`src/rtl/adpll_pkg.sv`:
```
// Shared encodings for the ADPLL loop controller: loop states, correction
// directions and default code geometry.
// Pure declarations; no ports, no latency, no flow control.
package adpll_pkg;

   typedef enum logic [1:0] {
      ST_IDLE   = 2'd0,
      ST_COARSE = 2'd1,
      ST_FINE   = 2'd2,
      ST_LOCKED = 2'd3
   } loop_state_t;

   // NONE doubles as "aligned / no correction" and as "no history yet".
   typedef enum logic [1:0] {
      DIR_NONE = 2'd0,
      DIR_UP   = 2'd1,
      DIR_DOWN = 2'd2
   } dir_t;

   localparam int DEF_CODE_W    = 10;
   localparam int DEF_CODE_INIT = 512;

endpackage

```
`src/rtl/adpll_code_sat.sv`:
```
// Saturating code +/- step for the DCO tuning word.
// Latency: combinational. Backpressure: none.
// Ports: code/step in, up/dn select (neither = pass-through), code_nxt out.
module adpll_code_sat
   import adpll_pkg::*;
#(
   parameter int CODE_W = DEF_CODE_W
) (
   input  logic [CODE_W-1:0] code,
   input  logic [CODE_W-1:0] step,
   input  logic              up,
   input  logic              dn,
   output logic [CODE_W-1:0] code_nxt
);

   logic [CODE_W:0] sum;
   logic [CODE_W:0] diff;

   // One extra bit exposes carry (overflow) and borrow (underflow).
   assign sum  = {1'b0, code} + {1'b0, step};
   assign diff = {1'b0, code} - {1'b0, step};

   always_comb begin
      code_nxt = code;
      if (up) begin
         code_nxt = sum[CODE_W] ? {CODE_W{1'b1}} : sum[CODE_W-1:0];
      end else if (dn) begin
         code_nxt = diff[CODE_W] ? '0 : diff[CODE_W-1:0];
      end
   end

endmodule

```
`src/rtl/adpll_loop_ctrl.sv`:
```
// ADPLL loop controller: phase-detector lead/lag -> DCO code, with
// acquisition (binary-halving step), fine tracking and lock detection.
// Latency: ref_rise -> dco_code/code_upd = 2 clk. Backpressure: none.
// Ports: enable, ref_rise, lead, lag in; dco_code, code_upd, locked, loop_state out.
module adpll_loop_ctrl
   import adpll_pkg::*;
#(
   parameter int CODE_W      = DEF_CODE_W,
   parameter int CODE_INIT   = DEF_CODE_INIT,
   parameter int COARSE_STEP = 64,
   parameter int LOCK_CNT    = 16,
   parameter int UNLOCK_CNT  = 4,
   parameter int CNT_W       = 5
) (
   input  logic              clk,
   input  logic              rst_n,
   input  logic              enable,
   input  logic              ref_rise,
   input  logic              lead,
   input  logic              lag,
   output logic [CODE_W-1:0] dco_code,
   output logic              code_upd,
   output logic              locked,
   output logic [1:0]        loop_state
);

   localparam logic [CODE_W-1:0] INIT_C  = CODE_W'(CODE_INIT);
   localparam logic [CODE_W-1:0] STEP_C  = CODE_W'(COARSE_STEP);
   localparam logic [CODE_W-1:0] ONE_C   = CODE_W'(1);
   localparam logic [CNT_W-1:0]  LOCK_C  = CNT_W'(LOCK_CNT);
   localparam logic [CNT_W-1:0]  ULOCK_C = CNT_W'(UNLOCK_CNT);

   loop_state_t       state_q, state_n;
   dir_t              last_dir_q, last_dir_n;
   dir_t              dir_cur;
   logic [CODE_W-1:0] code_q, code_n, code_calc;
   logic [CODE_W-1:0] step_q, step_n, apply_step, half_step;
   logic [CNT_W-1:0]  good_q, good_n, same_q, same_n;
   logic              code_upd_q, locked_q, ref_rise_d1;
   logic              eval, is_move, is_rev, is_same, do_move;

   // Direction decode; lead+lag together is treated as aligned.
   always_comb begin
      dir_cur = DIR_NONE;
      if (lead && !lag) dir_cur = DIR_DOWN;
      else if (lag && !lead) dir_cur = DIR_UP;
   end

   assign eval      = ref_rise_d1;
   assign is_move   = (dir_cur != DIR_NONE);
   assign is_same   = is_move && (dir_cur == last_dir_q);
   assign is_rev    = is_move && (last_dir_q != DIR_NONE) && (dir_cur != last_dir_q);
   assign half_step = step_q >> 1;

   always_comb begin
      state_n    = state_q;
      step_n     = step_q;
      last_dir_n = last_dir_q;
      good_n     = good_q;
      same_n     = same_q;
      apply_step = step_q;
      do_move    = 1'b0;

      case (state_q)
         ST_IDLE: begin
            if (enable) begin
               state_n    = ST_COARSE;
               step_n     = STEP_C;
               last_dir_n = DIR_NONE;
            end
         end

         ST_COARSE: begin
            if (eval && is_move) begin
               do_move    = 1'b1;
               last_dir_n = dir_cur;
               if (is_rev) begin
                  // A reversal applies the halved step at once. Once that
                  // applied step is 2 or less, the next halving would be 1,
                  // so acquisition ends here and tracking continues at 1.
                  apply_step = half_step;
                  if (half_step <= CODE_W'(2)) begin
                     state_n = ST_FINE;
                     step_n  = ONE_C;
                     good_n  = '0;
                  end else begin
                     step_n = half_step;
                  end
               end
            end
         end

         ST_FINE: begin
            apply_step = ONE_C;
            if (eval) begin
               if (is_move) begin
                  do_move    = 1'b1;
                  last_dir_n = dir_cur;
               end
               if (is_same) begin
                  good_n = '0;
               end else if (good_q + CNT_W'(1) == LOCK_C) begin
                  state_n = ST_LOCKED;
                  good_n  = '0;
                  same_n  = '0;
               end else begin
                  good_n = good_q + CNT_W'(1);
               end
            end
         end

         ST_LOCKED: begin
            apply_step = ONE_C;
            if (eval) begin
               if (is_move) begin
                  do_move    = 1'b1;
                  last_dir_n = dir_cur;
                  // same_cnt is the length of the current same-direction
                  // run; a reversal starts a new run of length 1.
                  if (is_same) begin
                     if (same_q + CNT_W'(1) == ULOCK_C) begin
                        state_n    = ST_COARSE;
                        step_n     = STEP_C;
                        last_dir_n = DIR_NONE;
                        same_n     = '0;
                     end else begin
                        same_n = same_q + CNT_W'(1);
                     end
                  end else begin
                     same_n = CNT_W'(1);
                  end
               end else begin
                  same_n = '0;
               end
            end
         end

         default: state_n = ST_IDLE;
      endcase

      // Disable wins over everything, including a pending evaluation.
      if (!enable) begin
         state_n    = ST_IDLE;
         step_n     = STEP_C;
         last_dir_n = DIR_NONE;
         good_n     = '0;
         same_n     = '0;
         do_move    = 1'b0;
      end
   end

   adpll_code_sat #(
      .CODE_W (CODE_W)
   ) u_code_sat (
      .code     (code_q),
      .step     (apply_step),
      .up       (dir_cur == DIR_UP),
      .dn       (dir_cur == DIR_DOWN),
      .code_nxt (code_calc)
   );

   assign code_n = do_move ? code_calc : code_q;

   always_ff @(posedge clk or negedge rst_n) begin
      if (!rst_n) begin
         state_q     <= ST_IDLE;
         step_q      <= STEP_C;
         last_dir_q  <= DIR_NONE;
         good_q      <= '0;
         same_q      <= '0;
         code_q      <= INIT_C;
         code_upd_q  <= 1'b0;
         locked_q    <= 1'b0;
         ref_rise_d1 <= 1'b0;
      end else begin
         state_q     <= state_n;
         step_q      <= step_n;
         last_dir_q  <= last_dir_n;
         good_q      <= good_n;
         same_q      <= same_n;
         ref_rise_d1 <= ref_rise;
         locked_q    <= (state_n == ST_LOCKED);
         // Reload is silent: code_upd only flags loop corrections.
         if (!enable || state_q == ST_IDLE) begin
            code_q     <= INIT_C;
            code_upd_q <= 1'b0;
         end else begin
            code_q     <= code_n;
            code_upd_q <= (code_n != code_q);
         end
      end
   end

   assign dco_code   = code_q;
   assign code_upd   = code_upd_q;
   assign locked     = locked_q;
   assign loop_state = state_q;

endmodule
```
`config.mk`:
```
export PLATFORM = sky130hd
export DESIGN_NAME = adpll_loop_ctrl
export DESIGN_NICKNAME = d
export VERILOG_FILES = /design/src/rtl/adpll_pkg.sv /design/src/rtl/adpll_code_sat.sv /design/src/rtl/adpll_loop_ctrl.sv
export SDC_FILE = /design/constraint.sdc
export NUM_CORES = 1
export LEC_CHECK = 0
export CORE_ASPECT_RATIO = 1.25
export CORE_MARGIN = 1.5
export CORE_UTILIZATION = 58
export DETAILED_ROUTE_END_ITERATION = 10
export PLACE_DENSITY = 0.89
export SKIP_CTS_REPAIR_TIMING = 1
export SYNTH_ARGS = -nofsm -noshare
export SYNTH_HDL_FRONTEND = slang
export SYNTH_HIERARCHICAL = 1
export SYNTH_SLANG_ARGS = --single-unit
```
`constraint.sdc`:
```
create_clock -name clk -period 4.5 [get_ports clk]
set_input_delay 0.9 -clock clk [delete_from_list [all_inputs] [get_ports clk]]
set_output_delay 0.9 -clock clk [all_outputs]
set_load 0.005 [all_outputs]
```
==> out/summary.txt <==
Cell Area, Synth = 3410 um^2
layout net count = 520
drt drc = 2
DR vias = 3,663
Mapped Cells = 394
Final Instance Area = 4630 um^2
Placed Area = 4080 um^2
outcome = finished, violations left
starting density of the core = 59.4%
Site Rows = 31
Congestion Overflow GR = 0
relative slew slack = 38.0%
GRT Util Overall = 30.3%
Setup Viol. Count Final = 1
Root Buffer Master = clkbuf_8
Setup TNS = -9.37 ps
Yosys top cell area share = 23.5%
switching part of the total power = 30.5%
crit-path cells = clkbuf_2 -> inv_2 -> ha_4 -> nand2b_4 -> a211oi_4 -> or2_4 -> mux2i_1 -> o221ai_2 -> buf_4 -> ha_2 -> fa_2 -> nand2b_4 -> a221oi_4 -> o211ai_2 -> nand2_4 -> buf_4 -> buf_4 -> nor2_1 -> nor2_1 -> xor2_1 -> nor3_1 -> a21oi_1
H-tree levels = 2
top achievable clock speed = 222 MHz
Arr. time, crit path = 4650 ps
CTS tree = done
Ys Warns = 6
post-DR wirelength/cell = 20.1 um
clk sinks = 34
area leader, netlist = dfrtp_1
PnR worst setup slack = -9.37 ps
DR top layer = met4
synthesis-stage register bit count = 34
VDD IR-drop max = 0.000196 V
Hold Slack = 504 ps
clock slew at reported path FFs = 70 ps
Async SR Flop Fraction = 100%
metal2 WL = 5.74 mm
clock share of power = 31.8%
DR iter-0 viols = 318
failing checks = DRC, setup timing
Place WS = -982 ps
Area contributors post-synth = dfrtp_1 (23%), ha_1 (10%), mux2i_1 (4.4%)
share of layout cells above drive strength 1 = 32.2%
routed vias/inst = 6.65
register area = 853 um^2
Post-synth EDFFs = 0
detailed placement HPWL = 7.35 mm
FILL cells = 346
pwr/cell area = 160 nW/um^2
Worst path most repeated cell = buf_4
RePlAce Congestion = 0.965
Bufs on Longest Clock Path = 2
vias in the first global route = 3,272
clk_lat worst skew = 290 ps
sequential cell area fraction in the yosys report = 25.0%
Power, Total = 0.000742 W
max incr delay on CP = 400 ps
Setup crit start kind = input port
met1 WL = 4.18 mm
post-synth cell types = 77
Max Cap Violations = 0
leak pwr = 2.14 nW
die area = 6350 um^2
Final ANT Viol Nets = 0
pin count of the biggest net entering global routing = 22
number of diodes = 0
first-pass GRT wire length = 15.2 mm
Seq pwr share = 42.1%
Sw Pwr = 0.000227 W
initial antenna violation count = 0
count of input and output buffers = 19
syn avg cell area = 8.65 um^2
minimum clock period = 4510 ps
DIE WIDTH = 71.6 um
CP Class = in -> reg
Most used DFF post-synth = dfrtp_1
Comb pwr share = 26.1%
worst-path fanout max = 8
internal power = 0.000516 W
Slew @ Worst Pin = 927 ps
CTS buffer count = 5
max-slew violations = 0
crit path max-delay cell type = fa_2
Post-synth top cells = dfrtp_1 (32), inv_1 (32), nor2_1 (32)
num ports = 20
Multi-input gate area = 2710 um^2
area grow syn2layout = 35.7%
final worst-path cycle share = 100%
clock skew = 3.37 ps
DIE HEIGHT = 88.7 um
TritonRoute pass-1 iters = 8
Final Hold Viols = 0
CP endpoint kind = flip-flop
Worst Hold Class = reg -> reg
Worst Path Required = 4640 ps
wire length on met3 = 653 um
drt total wl = 11.1 mm
Core Area = 5740 um^2
worst max-delay path, delay by kind of cell:
kind / cells / cell delay (ps)
multiplexers: 1 / 240
adder cells (fa/ha/maj): 3 / 790
AND/OR/NAND/NOR: 7 / 1020
AO/OA/AOI/OAI: 5 / 900
buffers and inverters: 5 / 600
XOR/XNOR: 1 / 170
registers in the layout, indices dropped and copies added, names as in the netlist:
| register | count |
|---|---|
| last_dir_q | 2 |
| code_upd | 1 |
| step_q | 7 |
| locked | 1 |
| good_q | 5 |
| loop_state | 2 |
| same_q | 5 |
| eval | 1 |
| dco_code | 10 |
final timing paths:
check / slack (ps) / start / cells after the start / endpoint
worst max-delay path: -9 / lead / 22 / code_upd$_DFF_PN0_
worst min-delay path: 500 / step_q[6]$_DFFE_PN1P_ / 2 / step_q[6]$_DFFE_PN1P_
worst max register to register: 450 / last_dir_q[1]$_DFFE_PN0P_ / 19 / code_upd$_DFF_PN0_
worst min register to register: 500 / step_q[6]$_DFFE_PN1P_ / 2 / step_q[6]$_DFFE_PN1P_
max in group asynchronous: 2580 / rst_n / 2 / step_q[6]$_DFFE_PN1P_
min in group asynchronous: 1130 / rst_n / 1 / same_q[3]$_DFFE_PN0P_
stage by stage:
stage / utilization, % / cells
global placement: 71.1 / 532
global route: 80.6 / 551
CTS: 72.7 / 540
finish: 80.6 / 551
floorplan: - / 399
detailed placement: 71.1 / 532
cell families (layout without fill, tap and decap cells):
family / after synthesis / in the layout / synth area share [%]
other: 1 / 6 / 0.110
AND/OR/NAND/NOR: 130 / 130 / 21.5
flip-flops: 34 / 34 / 25.0
AO/OA/AOI/OAI: 116 / 117 / 26.2
multiplexers: 17 / 17 / 5.06
XOR/XNOR: 16 / 16 / 4.11
adder cells (fa/ha/maj): 30 / 30 / 11.4
buffers and inverters: 50 / 135 / 6.61
placed cells by master (no fill, tap or decap), drive strengths merged, types with 3 or more instances in the layout:
cell type      instances
o211ai                 4
nor4b                  4
o21ai                 12
o31ai                  4
nand3                 10
nor4                   4
nor3b                  4
a31oi                  9
conb                   6
mux2i                 15
inv                   33
ha                    28
xnor2                  7
or4                    3
clkbuf                 9
nand2                 20
nand4                  4
a32o                   4
clkdlybuf4s50         17
a22o                  11
dfrtp                 32
nand2b                12
a41o                   4
o21a                   5
nor2b                 11
nor2                  32
o22ai                  5
a221oi                 6
a211oi                 6
xor2                   9
or3                    4
a21o                   4
buf                   74
a211o                  3
a21oi                 24
nor3                  13
metal layers:
layer / track usage [%] / vias to the layer above
met5: 0 / -
met4: 12.5 / 0
met3: 2.62 / 49
met2: 57.8 / 202
met1: 34.6 / 1785
li1: - / 1627
power by group through the flow:
stage	logic (W)	clock network [W]	registers, W
2_1_floorplan	0.0000944	0	0.000316
3_3_place_gp	0.000149	0	0.000317
3_5_place_dp	0.000153	0	0.000317
4_1_cts	0.000155	0.000241	0.000311
5_1_grt	0.000206	0.000253	0.000312
6_report	0.000194	0.000236	0.000312
area by class of cell:
cell class,instances,area share (%)
clock buffers,7,1.87
clock inverters,1,0.108
inverters,34,2.87
multi-input cells,316,58.6
flip-flops and latches,34,18.4
well taps,66,1.78
repair buffers,93,16.3
Note: power is estimated with default switching activity, not from simulation.
